File: src/rtl/jt1943_dwnld.sv
// ----------------------------------------------------------------------------
// jt1943_dwnld
//
// Download sequencer for the 1943 core. Splits the single ROM file streamed
// over ioctl into three targets:
//   * SDRAM        (byte address below SND_START)   -> prog_we handshake
//   * sound ROM    (SND_START .. PROM_START-1)     -> prom_we[PROM_CNT-1] pulse
//   * colour PROMs (PROM_START and up, 256 B each) -> prom_we[k] pulse
// PROM strobe order (k = 0..11): 7l, 12l, 12a, 12m, 13a, 14a, 12c, 7f, 4b,
// 7c, 8c, 6l. PROM numbers past the last one are discarded.
//
// One entry is in flight (held on prog_addr/prog_data/prog_mask) and one more
// can wait in a pending slot. A byte arriving while the FSM is busy and the
// slot is full is dropped and raises the sticky dwnld_err flag.
//
// Ports:
//   clk, rst_n               clock, asynchronous active-low reset
//   downloading              high while the ROM file streams
//   ioctl_addr/data/wr       byte stream from the frame
//   prog_addr/data/mask/we   SDRAM write request (we held until prog_rdy)
//   prog_rdy                 SDRAM write acknowledge
//   prom_we                  one-hot BRAM/PROM write pulse
//   dwnld_busy               downloading or work still pending
//   dwnld_err                sticky overrun flag
//   chksum                   16-bit additive checksum of accepted bytes
//
// Optional feature macro: JT1943_DWN_CHKSUM_EN builds the checksum adder;
// without it chksum is tied to zero.
// ----------------------------------------------------------------------------
module jt1943_dwnld #(
    parameter logic [21:0] SND_START  = 22'h2_0000,
    parameter logic [21:0] PROM_START = 22'h2_8000,
    parameter int          PROM_CNT   = 13
) (
    input  logic                clk,
    input  logic                rst_n,
    input  logic                downloading,
    input  logic [21:0]         ioctl_addr,
    input  logic [7:0]          ioctl_data,
    input  logic                ioctl_wr,
    output logic [21:0]         prog_addr,
    output logic [15:0]         prog_data,
    output logic [1:0]          prog_mask,
    output logic                prog_we,
    input  logic                prog_rdy,
    output logic [PROM_CNT-1:0] prom_we,
    output logic                dwnld_busy,
    output logic                dwnld_err,
    output logic [15:0]         chksum
);

    localparam logic [PROM_CNT-1:0] SEL_ONE  = {{(PROM_CNT-1){1'b0}}, 1'b1};
    localparam logic [PROM_CNT-1:0] SND_SEL  = {1'b1, {(PROM_CNT-1){1'b0}}};
    localparam logic [13:0]         PROM_NUM = 14'(PROM_CNT - 1);

    typedef enum logic [1:0] {
        ST_IDLE,
        ST_SDWR,
        ST_PROMWR
    } state_t;

    // Decoded entry: everything needed to drive the prog bus on dispatch.
    typedef struct packed {
        logic                sd;
        logic [21:0]         addr;
        logic [7:0]          data;
        logic [1:0]          mask;
        logic [PROM_CNT-1:0] sel;
    } entry_t;

    state_t              state_q, state_d;
    entry_t              slot_q, slot_d;
    logic                slot_full_q, slot_full_d;
    logic [21:0]         prog_addr_q, prog_addr_d;
    logic [15:0]         prog_data_q, prog_data_d;
    logic [1:0]          prog_mask_q, prog_mask_d;
    logic [PROM_CNT-1:0] prom_we_q, prom_we_d;
    logic                busy_q, busy_d;
    logic                err_q, err_d;
    logic                dl_q, dl_d;

    entry_t              in_e;
    entry_t              nxt;
    logic                in_keep;
    logic [14:0]         snd_off;
    logic [21:0]         prom_off;
    logic [13:0]         prom_k;
    logic                acc;
    logic                fsm_busy;
    logic                ovr;
    logic                take;
    logic                go;
    logic                dl_rise;

    // Region decode of the incoming byte.
    always_comb begin
        in_e      = '0;
        in_e.data = ioctl_data;
        in_e.mask = 2'b11;
        in_keep   = 1'b0;
        // Only the low 15 bits of the sound offset matter, and they depend
        // only on the low 15 bits of the operands.
        snd_off   = ioctl_addr[14:0] - SND_START[14:0];
        prom_off  = ioctl_addr - PROM_START;
        prom_k    = prom_off[21:8];
        if (ioctl_addr < SND_START) begin
            in_e.sd   = 1'b1;
            in_e.addr = {1'b0, ioctl_addr[21:1]};
            in_e.mask = ioctl_addr[0] ? 2'b01 : 2'b10;
            in_keep   = 1'b1;
        end else if (ioctl_addr < PROM_START) begin
            in_e.addr = {7'd0, snd_off};
            in_e.sel  = SND_SEL;
            in_keep   = 1'b1;
        end else if (prom_k < PROM_NUM) begin
            in_e.addr = {14'd0, prom_off[7:0]};
            in_e.sel  = SEL_ONE << prom_k;
            in_keep   = 1'b1;
        end
    end

    // Next-state, dispatch and slot management.
    always_comb begin
        state_d     = state_q;
        slot_d      = slot_q;
        slot_full_d = slot_full_q;
        prog_addr_d = prog_addr_q;
        prog_data_d = prog_data_q;
        prog_mask_d = prog_mask_q;
        prom_we_d   = '0;
        go          = 1'b0;
        nxt         = in_e;

        acc      = downloading & ioctl_wr;
        fsm_busy = (state_q != ST_IDLE);
        ovr      = acc & fsm_busy & slot_full_q;
        // Discarded PROM bytes never occupy the slot.
        take     = acc & ~ovr & in_keep;

        case (state_q)
            ST_IDLE: begin
                if (slot_full_q) begin
                    go          = 1'b1;
                    nxt         = slot_q;
                    slot_full_d = take;
                    if (take) slot_d = in_e;
                end else if (take) begin
                    go  = 1'b1;
                    nxt = in_e;
                end
            end
            ST_SDWR: begin
                if (prog_rdy) begin
                    if (slot_full_q) begin
                        go          = 1'b1;
                        nxt         = slot_q;
                        slot_full_d = 1'b0;
                    end else if (take) begin
                        go  = 1'b1;
                        nxt = in_e;
                    end else begin
                        state_d = ST_IDLE;
                    end
                end else if (take) begin
                    slot_d      = in_e;
                    slot_full_d = 1'b1;
                end
            end
            ST_PROMWR: begin
                // Always pass through IDLE so every prom_we pulse is isolated.
                state_d = ST_IDLE;
                if (take) begin
                    slot_d      = in_e;
                    slot_full_d = 1'b1;
                end
            end
            default: state_d = ST_IDLE;
        endcase

        if (go) begin
            state_d     = nxt.sd ? ST_SDWR : ST_PROMWR;
            prog_addr_d = nxt.addr;
            prog_data_d = {nxt.data, nxt.data};
            prog_mask_d = nxt.mask;
            prom_we_d   = nxt.sd ? '0 : nxt.sel;
        end

        dl_d    = downloading;
        dl_rise = downloading & ~dl_q;
        err_d   = ovr | (err_q & ~dl_rise);
        busy_d  = downloading | fsm_busy | slot_full_q;
    end

    always_ff @(posedge clk or negedge rst_n) begin
        if (!rst_n) begin
            state_q     <= ST_IDLE;
            slot_q      <= '0;
            slot_full_q <= 1'b0;
            prog_addr_q <= '0;
            prog_data_q <= '0;
            prog_mask_q <= 2'b11;
            prom_we_q   <= '0;
            busy_q      <= 1'b0;
            err_q       <= 1'b0;
            dl_q        <= 1'b0;
        end else begin
            state_q     <= state_d;
            slot_q      <= slot_d;
            slot_full_q <= slot_full_d;
            prog_addr_q <= prog_addr_d;
            prog_data_q <= prog_data_d;
            prog_mask_q <= prog_mask_d;
            prom_we_q   <= prom_we_d;
            busy_q      <= busy_d;
            err_q       <= err_d;
            dl_q        <= dl_d;
        end
    end

`ifdef JT1943_DWN_CHKSUM_EN
    logic [15:0] chk_q, chk_d;

    // Overrun bytes are excluded; discarded PROM bytes are still summed.
    always_comb begin
        chk_d = dl_rise ? 16'd0 : chk_q;
        if (acc && !ovr) chk_d = chk_d + {8'd0, ioctl_data};
    end

    always_ff @(posedge clk or negedge rst_n) begin
        if (!rst_n) chk_q <= '0;
        else        chk_q <= chk_d;
    end

    assign chksum = chk_q;
`else
    assign chksum = '0;
`endif

    assign prog_we    = (state_q == ST_SDWR);
    assign prog_addr  = prog_addr_q;
    assign prog_data  = prog_data_q;
    assign prog_mask  = prog_mask_q;
    assign prom_we    = prom_we_q;
    assign dwnld_busy = busy_q;
    assign dwnld_err  = err_q;

endmodule

File: config.mk
export PLATFORM = sky130hd
export DESIGN_NAME = jt1943_dwnld
export DESIGN_NICKNAME = d
export VERILOG_FILES = /design/src/rtl/jt1943_dwnld.sv
export SDC_FILE = /design/constraint.sdc
export NUM_CORES = 1
export LEC_CHECK = 0
export ABC_AREA = 1
export CAP_MARGIN = 20
export CORE_ASPECT_RATIO = 1.25
export CORE_UTILIZATION = 52
export DETAILED_ROUTE_END_ITERATION = 12
export PLACE_DENSITY = 0.81
export SLEW_MARGIN = 20
export SYNTH_ARGS = -nofsm -noshare
export SYNTH_HDL_FRONTEND = slang
export SYNTH_SLANG_ARGS = --single-unit
File: constraint.sdc
create_clock -name clk -period 2.2 [get_ports clk]
set_input_delay 0.44 -clock clk [delete_from_list [all_inputs] [get_ports clk]]
set_output_delay 0.44 -clock clk [all_outputs]
set_load 0.1 [all_outputs]
# Yosys cells after proc, flatten, opt, wreduce, memory -nomap -nowiden
# Cells that the tools add are included.
[classes] n_addsub=1 n_lt_le_gt_ge=3 n_eq_ne=8 n_shift=1 n_mux=35 n_bitwise=13 n_reduce_logical=5
[op_table] op="46-bit two-way mux" count=5
[op_table] op="46-bit one-hot mux with 3 select lines" count=1
[op_table] op="46-bit one-hot mux with 2 select lines" count=1
[op_table] op="13-bit two-way mux" count=5
[op_table] op="22-bit by 18-bit < comparator with 1-bit output, second input constant" count=2
[op_table] op="22-bit two-way mux" count=1
[op_table] op="22-bit by 18-bit subtractor with 22-bit output, second input constant" count=1
[op_table] op="15-bit two-way mux" count=1
[op_table] op="14-bit by 4-bit < comparator with 1-bit output, second input constant" count=1
[op_table] op="2-bit two-way mux" count=7
[op_table] op="1-bit by 14-bit left shift with 13-bit output, first input constant" count=1
[op_table] op="1-bit two-way mux" count=10
[op_table] op="8-bit two-way mux" count=1
[op_table] op="1-bit AND" count=7
[op_table] op="2-bit inequality test, second input constant" count=3
[op_table] op="3-bit by 2-bit inequality test with 1-bit output, second input constant" count=2
[op_table] op="2-bit one-hot mux with 2 select lines" count=1
[op_table] op="4-bit AND reduction" count=1
[op_table] op="3-bit by 1-bit inequality test with 1-bit output, second input constant" count=1
[op_table] op="1-bit NOT" count=3
[op_table] op="1-bit bitwise OR" count=3
[op_table] op="1-bit one-hot mux with 3 select lines" count=1
[op_table] op="3-bit AND reduction" count=1
[op_table] op="3-bit nonzero test" count=1
[op_table] op="5 further kinds" count=5
[totals] register_bits=105 input_bits=35 output_inout_bits=72 wordCells=80

# Longest topological paths before layout
# Gate-level depths: netlist of run 1.
[logic_depth] word_depth=12 depth_mapped=18

# Worst setup path before layout of run 1
# OpenSTA, ideal clock, no wires.
[synth_timing] kind="reg2reg" start="reg state_q[1]" end="reg prog_data_q[12] (netlist: prog_data[12])" setup_ps=124 arrival_time_ps=2487 required_time_ps=2076 path_slack_ps=-410 stages_incl_launch_ff=12 path_buffers=2 period_less_slack_ps=2610 path_cell_list="dfrtp_1 inv_1 ha_1 nor2_1 inv_1 buf_2 nand2_1 nor2_1 inv_1 clkbuf_1 a22oi_1 a21oi_2"
[synth_via] word_cells_on_any_way=13
[synth_lines] item="start, declared" line="71" rtl="state_t state_q, state_d;"
[synth_lines] item="start signal, assigned" line="207" rtl="state_q <= state_d;"
[synth_lines] item="2-bit by 1-bit equality test with 1-bit output *"
[synth_lines] item="net prog_we" line="44" rtl="output logic prog_we,"
[synth_lines] item="46-bit one-hot mux with 2 select lines or 1-bit one-hot mux with 2 select lines (tied branches)" line="140" rtl="case (state_q)"
[synth_lines] item="end signal, assigned" line="211" rtl="prog_data_q <= prog_data_d;"
[synth_lines] item="end, declared" line="75" rtl="logic [15:0] prog_data_q, prog_data_d;"
# The timed path passes the listed nets; every way through them passes the cells marked *.
# A chain may end at the register's enable or synchronous reset.

# Worst setup path in the final report of run 1
[layout_timing] start="reg state_q[1]" end="reg prog_addr_q[15] (netlist: prog_addr[15])"
[layout_via] elab_chain_cells=10 word_cells_on_any_way=13
[layout_lines] item="2-bit nonzero test" line="135" rtl="fsm_busy = (state_q != ST_IDLE);"
[layout_lines] item="1-bit AND (2 in a row)" line="136" rtl="ovr = acc & fsm_busy & slot_full_q;"
[layout_lines] item="1-bit NOT" line="138" rtl="take = acc & ~ovr & in_keep;"
[layout_lines] item="1-bit AND (2 in a row)" line="138"
[layout_lines] item="1-bit two-way mux" line="147, 158"
[layout_lines] item="1-bit two-way mux" line="154" rtl="if (slot_full_q) begin"
[layout_lines] item="1-bit two-way mux" line="153" rtl="if (prog_rdy) begin"
[layout_lines] item="1-bit one-hot mux with 2 select lines" line="140"
[layout_lines] item="end signal, assigned" line="210" rtl="prog_addr_q <= prog_addr_d;"
[layout_lines] item="end, declared" line="74" rtl="logic [21:0] prog_addr_q, prog_addr_d;"
# Parallel ways exist; a longest one is shown, timed or not.

==> metrics.md, run 1 <==
| Metric | Value |
|---|---|
| Clock tree sinks | `95` |
| Global placement routability congestion | `0.897` |
| Antenna diodes | `0` |
| DP HPWL | `8630 um` |
| FF-to-FF End | `prog_addr[15]` |
| Number of routed nets with antenna violations | `0` |
| Met3 Wirelength | `691 um` |
| Vias in the first global route | `4708` |
| Largest net degree at the start of global routing | `55` |
| Worst-path fanout max | `18` |
| Final hold violation count | `0` |
| Cell Chain, Critical Path | `inv_1 > ha_2 > nor2_1 > inv_1 > nand2_1 > nor2_2 > clkinvlp_4 > buf_4 > a22oi_1 > o21ai_1` |
| Fraction of registers with async set/reset | `100%` |
| Slew Viols, Final | `0` |
| DRT met1 WL | `5330 um` |
| Post-synth EDFFs | `0` |
| Worst Setup SP | `state_q[1]` |
| Failing checks | `setup timing` |
| Setup tns final | `-15.9 ps` |
| Worst Path Buf+Inv | `4` |
| Post-layout min period | `2220 ps` |
| Layout cells sized above 1 | `26.7%` |
| Post-Syn Area | `0.00507 mm2` |
| DIE AREA | `0.0102 mm2` |
| Final Cell Area | `0.00680 mm2` |
| I/O pin count | `107` |
| CP top delay family | `buffers and inverters` |
| Yosys top cell area share | `45.9%` |
| CTS tree | `yes` |
| Worst Path Required | `2420 ps` |
| Clk buf depth | `2` |
| Max Cap Violations | `0` |
| Die span in y | `112 um` |
| Drt drc | `0` |
| Setup crit end kind | `flip-flop` |
| PwrDens | `713 mW/mm2` |
| Clock latency on the worst-skew pair | `350 ps` |
| Initial core utilization | `54.4%` |
| Worst-path clk slew | `70 ps` |
| Post-synthesis area per instance | `7.84 um2` |
| Highest metal used | `met4` |
| Routed wire length | `13500 um` |
| Max incr delay on CP | `420 ps` |
| Layout area overhead | `34.1%` |
| CP max stage cell | `dfrtp_1` |
| WP data arrival | `2430 ps` |
| Seq/Total Area, Yosys | `46.9%` |
| Most frequent CP cell | `inv_1` |
| H-Tree Depth | `3` |
| DRT iter0 DRCs | `290` |
| Ranking of synthesized cells by area | `dfrtp_1 46%, nand2_1 14%, o21ai_0 5.4%, buf_4 4.3%, nor2_1 3.8%` |
| Drt pass-1 iters | `6` |
| Critical path type | `flip-flop to flip-flop` |
| Dominant synthesized flop cell | `dfrtp_1` |
| Setup violators final | `1` |
| Max Clk Rate | `451 MHz` |
| Status | `finished, violations left` |
| Period utilization | `101%` |
| Drt wl/cell | `14.9 um` |
| # rows | `39` |
| Via count | `4877` |
| Initial antenna violation count | `0` |
| Leakage | `3.46 nW` |
| Startpoint types | `flip-flop` |
| Clock root buffer master | `clkbuf_16` |
| Total congestion overflow | `0` |
| Critical path capture point | `prog_addr[15]` |
| Syn. warnings | `0` |
| FF-to-FF path depth | `10` |
| Setup WS post-layout | `-15.9 ps` |
| Global-route wire length before repair | `22000 um` |
| IR drop worst, VDD | `0.386 mV` |
| Synth Instances | `647` |
| Cell area after placement | `0.00623 mm2` |
| Most common cell after layout, fill and taps aside | `nand2_1` |
| Worst R2R Setup Slack | `-20 ps` |
| Hold Crit Class | `flip-flop to flip-flop` |
| Fin Hold WS | `470 ps` |
| GRT Total Usage | `27.3%` |
| WL met2 | `7120 um` |
| Synthesis-stage register bit count | `95` |
| Stages on worst setup path | `10` |
| Synth area leader | `dfrtp_1` |
| R2r startpoint | `state_q[1]` |
| Fillcell total | `674` |
| Clock skew | `8.50 ps` |
| Core area | `0.00932 mm2` |
| Die X | `90.3 um` |
| Synth unique cells | `35` |
| Total Nets Final | `820` |
| Port Buffer Count | `89` |
| DR vias/cell | `5.38` |
| Num CTS Buffers | `9` |
| Commonest non-fill, non-tap cells in the layout | `191 x nand2_1, 113 x buf_4, 92 x dfrtp_1, 55 x o21ai_0, 47 x nor2_1` |
[Yosys cell counts (5+ instances only)]
library cell	number
o21ai_1	25
nor2_1	52
o21ai_0	55
buf_4	29
ha_1	6
buf_2	12
a22oi_1	9
nand2_1	193
clkbuf_1	11
nand3_1	36
a21oi_1	13
dfrtp_1	93
a21oi_2	15
inv_1	42
a22o_1	5
nand4_1	8
or2_2	8
[layer usage]
metal	up-vias	track usage [%]
met5	-	0
met4	0	12.0
met3	29	4.34
met2	222	47.9
met1	2314	33.2
li1	2312	-
[worst register-to-register path: cells and delay by family, from the launching register on]
kind / cells / cell delay [ps]
simple gates: 3 / 420
fa+ha+maj: 1 / 250
flops: 1 / 420
buf+inv: 4 / 630
compound gates: 2 / 380
[per-stage QoR]
stage	power (mW)	std cells	worst slack [ps]	utilization (%)
2_1_floorplan	2.96	663	112	-
3_3_place_gp	3.22	880	-400	66.8
3_5_place_dp	3.25	880	-424	66.8
4_1_cts	4.82	905	9.04	72.1
5_1_grt	5.00	907	-112	73.0
6_report	4.85	907	-15.9	73.0
[flip-flops by register name (all words and copies together), names as in the netlist]
register	cells
slot_q	45
prog_addr	21
prom_we	13
prog_data	8
prog_mask	2
state_q	2
dl_q	1
dwnld_busy	1
dwnld_err	1
slot_full_q	1
[cell type report]
class	count	area (um2)	share of cell area, %
Sequential cell	95	2380	35.0
Timing Repair Buffer	160	1430	21.0
Tap cell	123	154	2.26
Multi-Input combinational cell	465	2340	34.4
Clock inverter	5	56.3	0.828
Clock buffer	11	243	3.57
Inverter	48	196	2.89
[cell families (layout without fill, tap and decap cells)]
group	count (synthesis)	count (layout)	share of synthesized area (%)
flip-flops	95	95	46.9
adder cells (fa/ha/maj)	6	6	1.48
AO/OA/AOI/OAI	128	128	14.8
AND/OR/NAND/NOR	314	314	26.3
other	1	17	0.0739
buffers and inverters	103	224	10.4
[timing repair]
item	CTS	global route
buffers inserted	5	2
gates cloned	3	0
gates resized for setup	26	24
endpoints found under the setup margin	42	88
pin swaps	3	8
hold buffers	1	0
hold endpoints to repair	21	0
[how the worst min path moves through the flow]
| stage | endpoint | slack, ps | cells past startpoint | startpoint |
|---|---|---|---|---|
| final | slot_q[41] | 470 | 2 | slot_q[41] |
| after global routing | slot_q[2] | 480 | 2 | slot_q[2] |
| after CTS | slot_q[41] | 470 | 2 | slot_q[41] |
| after detailed placement | prog_addr[5] | 360 | 1 | rst_n |
| after global placement | prog_addr[5] | 350 | 1 | rst_n |
| after floorplan | dl_q | 140 | 0 | rst_n |
[report_power, final]
part	internal (mW)	switching, mW
combinational	0.301	1.09
sequential	1.82	0.0488
clock	0.913	0.674
No activity file was read; power rests on OpenSTA's default activity.
==> run 2: changes to the inputs <==
--- a/config.mk
+++ b/config.mk
@@ -8,9 +8,9 @@
 export ABC_AREA = 1
 export CAP_MARGIN = 20
 export CORE_ASPECT_RATIO = 1.25
-export CORE_UTILIZATION = 52
+export CORE_UTILIZATION = 40
 export DETAILED_ROUTE_END_ITERATION = 12
-export PLACE_DENSITY = 0.81
+export PLACE_DENSITY = 0.65
 export SLEW_MARGIN = 20
 export SYNTH_ARGS = -nofsm -noshare
 export SYNTH_HDL_FRONTEND = slang
==> run 2 against run 1 <==
The flow now finishes without violations; sequential power is essentially flat; via count is 4.0% lower; design area rose by 0.53%; fmax grew 8.1%; first-iteration DRC count shrank 23%; global-route usage is 6.2 points lower; non-clock buffer count fell by 3; worst hold slack worse by 1.3 ps; clock skew barely moved; critical path type is now input port to flip-flop; clock power rose by 8%; critical endpoint is now prog_addr[20]; sequential share of layout area down 0.19 points.
==> metrics.md, run 2 (same netlist as run 1, synthesis figures left out) <==
| Metric | Value |
|---|---|
| Setup crit end kind | `flip-flop` |
| Global placement routability congestion | `0.900` |
| GRT Total Usage | `21.2%` |
| Core area | `0.0123 mm2` |
| Largest net degree at the start of global routing | `77` |
| Most frequent CP cell | `nand2_4` |
| Max Cap Violations | `0` |
| Max incr delay on CP | `490 ps` |
| Setup WS post-layout | `150 ps` |
| Die span in y | `128 um` |
| Switching pwr | `1.82 mW` |
| Fillcell total | `1164` |
| Clock root buffer master | `clkbuf_16` |
| Worst Path Required | `2440 ps` |
| Total Nets Final | `817` |
| Sw Ratio | `36.9%` |
| Internal | `3.12 mW` |
| Drt wl/cell | `13.5 um` |
| Cell area after placement | `0.00632 mm2` |
| Non-Filler Instances | `945` |
| Final Cell Area | `0.00684 mm2` |
| Seq. cell area | `0.00238 mm2` |
| Clock latency on the worst-skew pair | `350 ps` |
| Slew Viols, Final | `0` |
| Commonest non-fill, non-tap cells in the layout | `192 x nand2_1, 112 x buf_4, 92 x dfrtp_1, 55 x o21ai_0, 43 x nor2_1` |
| Fin Hold WS | `469 ps` |
| Worst-path clk slew | `70 ps` |
| IR drop worst, VDD | `0.501 mV` |
| Layout area overhead | `34.8%` |
| Cell Chain, Critical Path | `clkdlybuf4s50_1 > nor2_4 > nand2_1 > nand2_1 > nand2_1 > nor2_4 > nand2_4 > nand2_4 > nand2_4 > nand2_4 > nand2_8 > buf_12 > a22o_1` |
| Total power | `4.95 mW` |
| Routed wire length | `12800 um` |
| Startpoint types | `input port` |
| Clock skew | `8.14 ps` |
| Clock share of power | `34.7%` |
| Flip-flop count of the largest register after layout | `45` |
| Clk buf depth | `2` |
| Util after Layout | `55.7%` |
| CP max stage cell | `clkdlybuf4s50_1` |
| Gate power share | `27.6%` |
| DRT iter0 DRCs | `224` |
| Global-route wire length before repair | `21500 um` |
| Period utilization | `93.2%` |
| Number of routed nets with antenna violations | `0` |
| Initial core utilization | `41.3%` |
| Worst-path fanout max | `11` |
| Multi-input logic area | `0.00233 mm2` |
| Status | `complete, no violations` |
| Total congestion overflow | `0` |
| Antenna diodes | `0` |
| # rows | `45` |
| Clock tree sinks | `95` |
| Initial antenna violation count | `0` |
| Worst Path Buf+Inv | `2` |
| Final hold violation count | `0` |
| Num CTS Buffers | `9` |
| Most flops, register | `slot_q` |
| CTS tree | `yes` |
| Post-layout min period | `2050 ps` |
| Via count | `4684` |
| Drt drc | `0` |
| I/O pin count | `107` |
| Leakage | `3.43 nW` |
| WP data arrival | `2290 ps` |
| PwrDens | `724 mW/mm2` |
| Placed Cells | `924` |
| H-Tree Depth | `3` |
| Critical path type | `input port to flip-flop` |
| Die X | `103 um` |
| DP Worst Slack | `-511 ps` |
| Port Buffer Count | `89` |
| DP HPWL | `8950 um` |
| Sequential power share | `37.7%` |
| Setup violators final | `0` |
| Hold Crit Class | `flip-flop to flip-flop` |
| Layout cells sized above 1 | `25.9%` |
| Setup tns final | `0 ps` |
| Max Clk Rate | `488 MHz` |
| Most common cell after layout, fill and taps aside | `nand2_1` |
| Drt pass-1 iters | `5` |
| DIE AREA | `0.0131 mm2` |
| DR vias/cell | `4.96` |
| Vias in the first global route | `4581` |
| CP top delay family | `simple AND/OR/NAND/NOR gates` |
run 2: metal layers:
metal / global-route usage [%] / routed length, um / vias to the layer above / share of wire, %
met2: 35.5 / 6470 / 143 / 51
li1: - / - / 2308 / -
met3: 2.94 / 547 / 18 / 4.3
met5: 0 / 0 / - / 0
met1: 26.8 / 5520 / 2215 / 43
met4: 9.50 / 241 / 0 / 1.9
run 2: layout make-up:
class                      instances  share of cell area (%)
sequential                        95                    34.8
clock inverter                     6                    1.35
timing repair buffer             157                    20.5
multi-input combinational        465                    34.1
tap                              164                    3.00
inverter                          48                    2.89
clock buffer                      10                    3.35
run 2: worst paths after layout:
kind | start | slack, ps | depth (start not counted) | end
max | ioctl_addr[19] | 150 | 13 | prog_addr[20]
min in group asynchronous | rst_n | 510 | 2 | slot_q[40]
max in group asynchronous | rst_n | 950 | 3 | state_q[0]
min reg2reg | slot_q[40] | 470 | 2 | slot_q[40]
min | slot_q[40] | 470 | 2 | slot_q[40]
max reg2reg | state_q[0] | 160 | 10 | prog_addr[20]
run 2: power by group through the flow:
stage | Combinational (mW) | Clock, mW | Sequential, mW
finish | 1.37 | 1.72 | 1.87
global route | 1.45 | 1.82 | 1.88
CTS | 1.36 | 1.74 | 1.87
detailed placement | 1.35 | 0 | 1.90
global placement | 1.34 | 0 | 1.90
floorplan | 0.704 | 0 | 2.26
run 2: tightest hold or removal path, cell delays in order, from the launching register on:
cell	delay [ps]
dfrtp_1	350
nand2_1	50
inv_1	40
run 2: repair_timing:
action | in CTS | in global routing
setup buffers | 2 | 0
resized for setup | 20 | 21
hold endpoints to repair | 19 | 0
setup endpoints to repair | 40 | 49
gates cloned | 2 | 0
hold buffers | 1 | 0
pin swaps | 7 | 4
==> run 3: changes to the inputs <==
--- a/config.mk
+++ b/config.mk
@@ -11,7 +11,6 @@
 export CORE_UTILIZATION = 40
 export DETAILED_ROUTE_END_ITERATION = 12
 export PLACE_DENSITY = 0.65
-export SLEW_MARGIN = 20
 export SYNTH_ARGS = -nofsm -noshare
 export SYNTH_HDL_FRONTEND = slang
 export SYNTH_SLANG_ARGS = --single-unit
==> results of run 3 <==
Same layout as run 2: the final DEF is identical, and so are final timing and power.
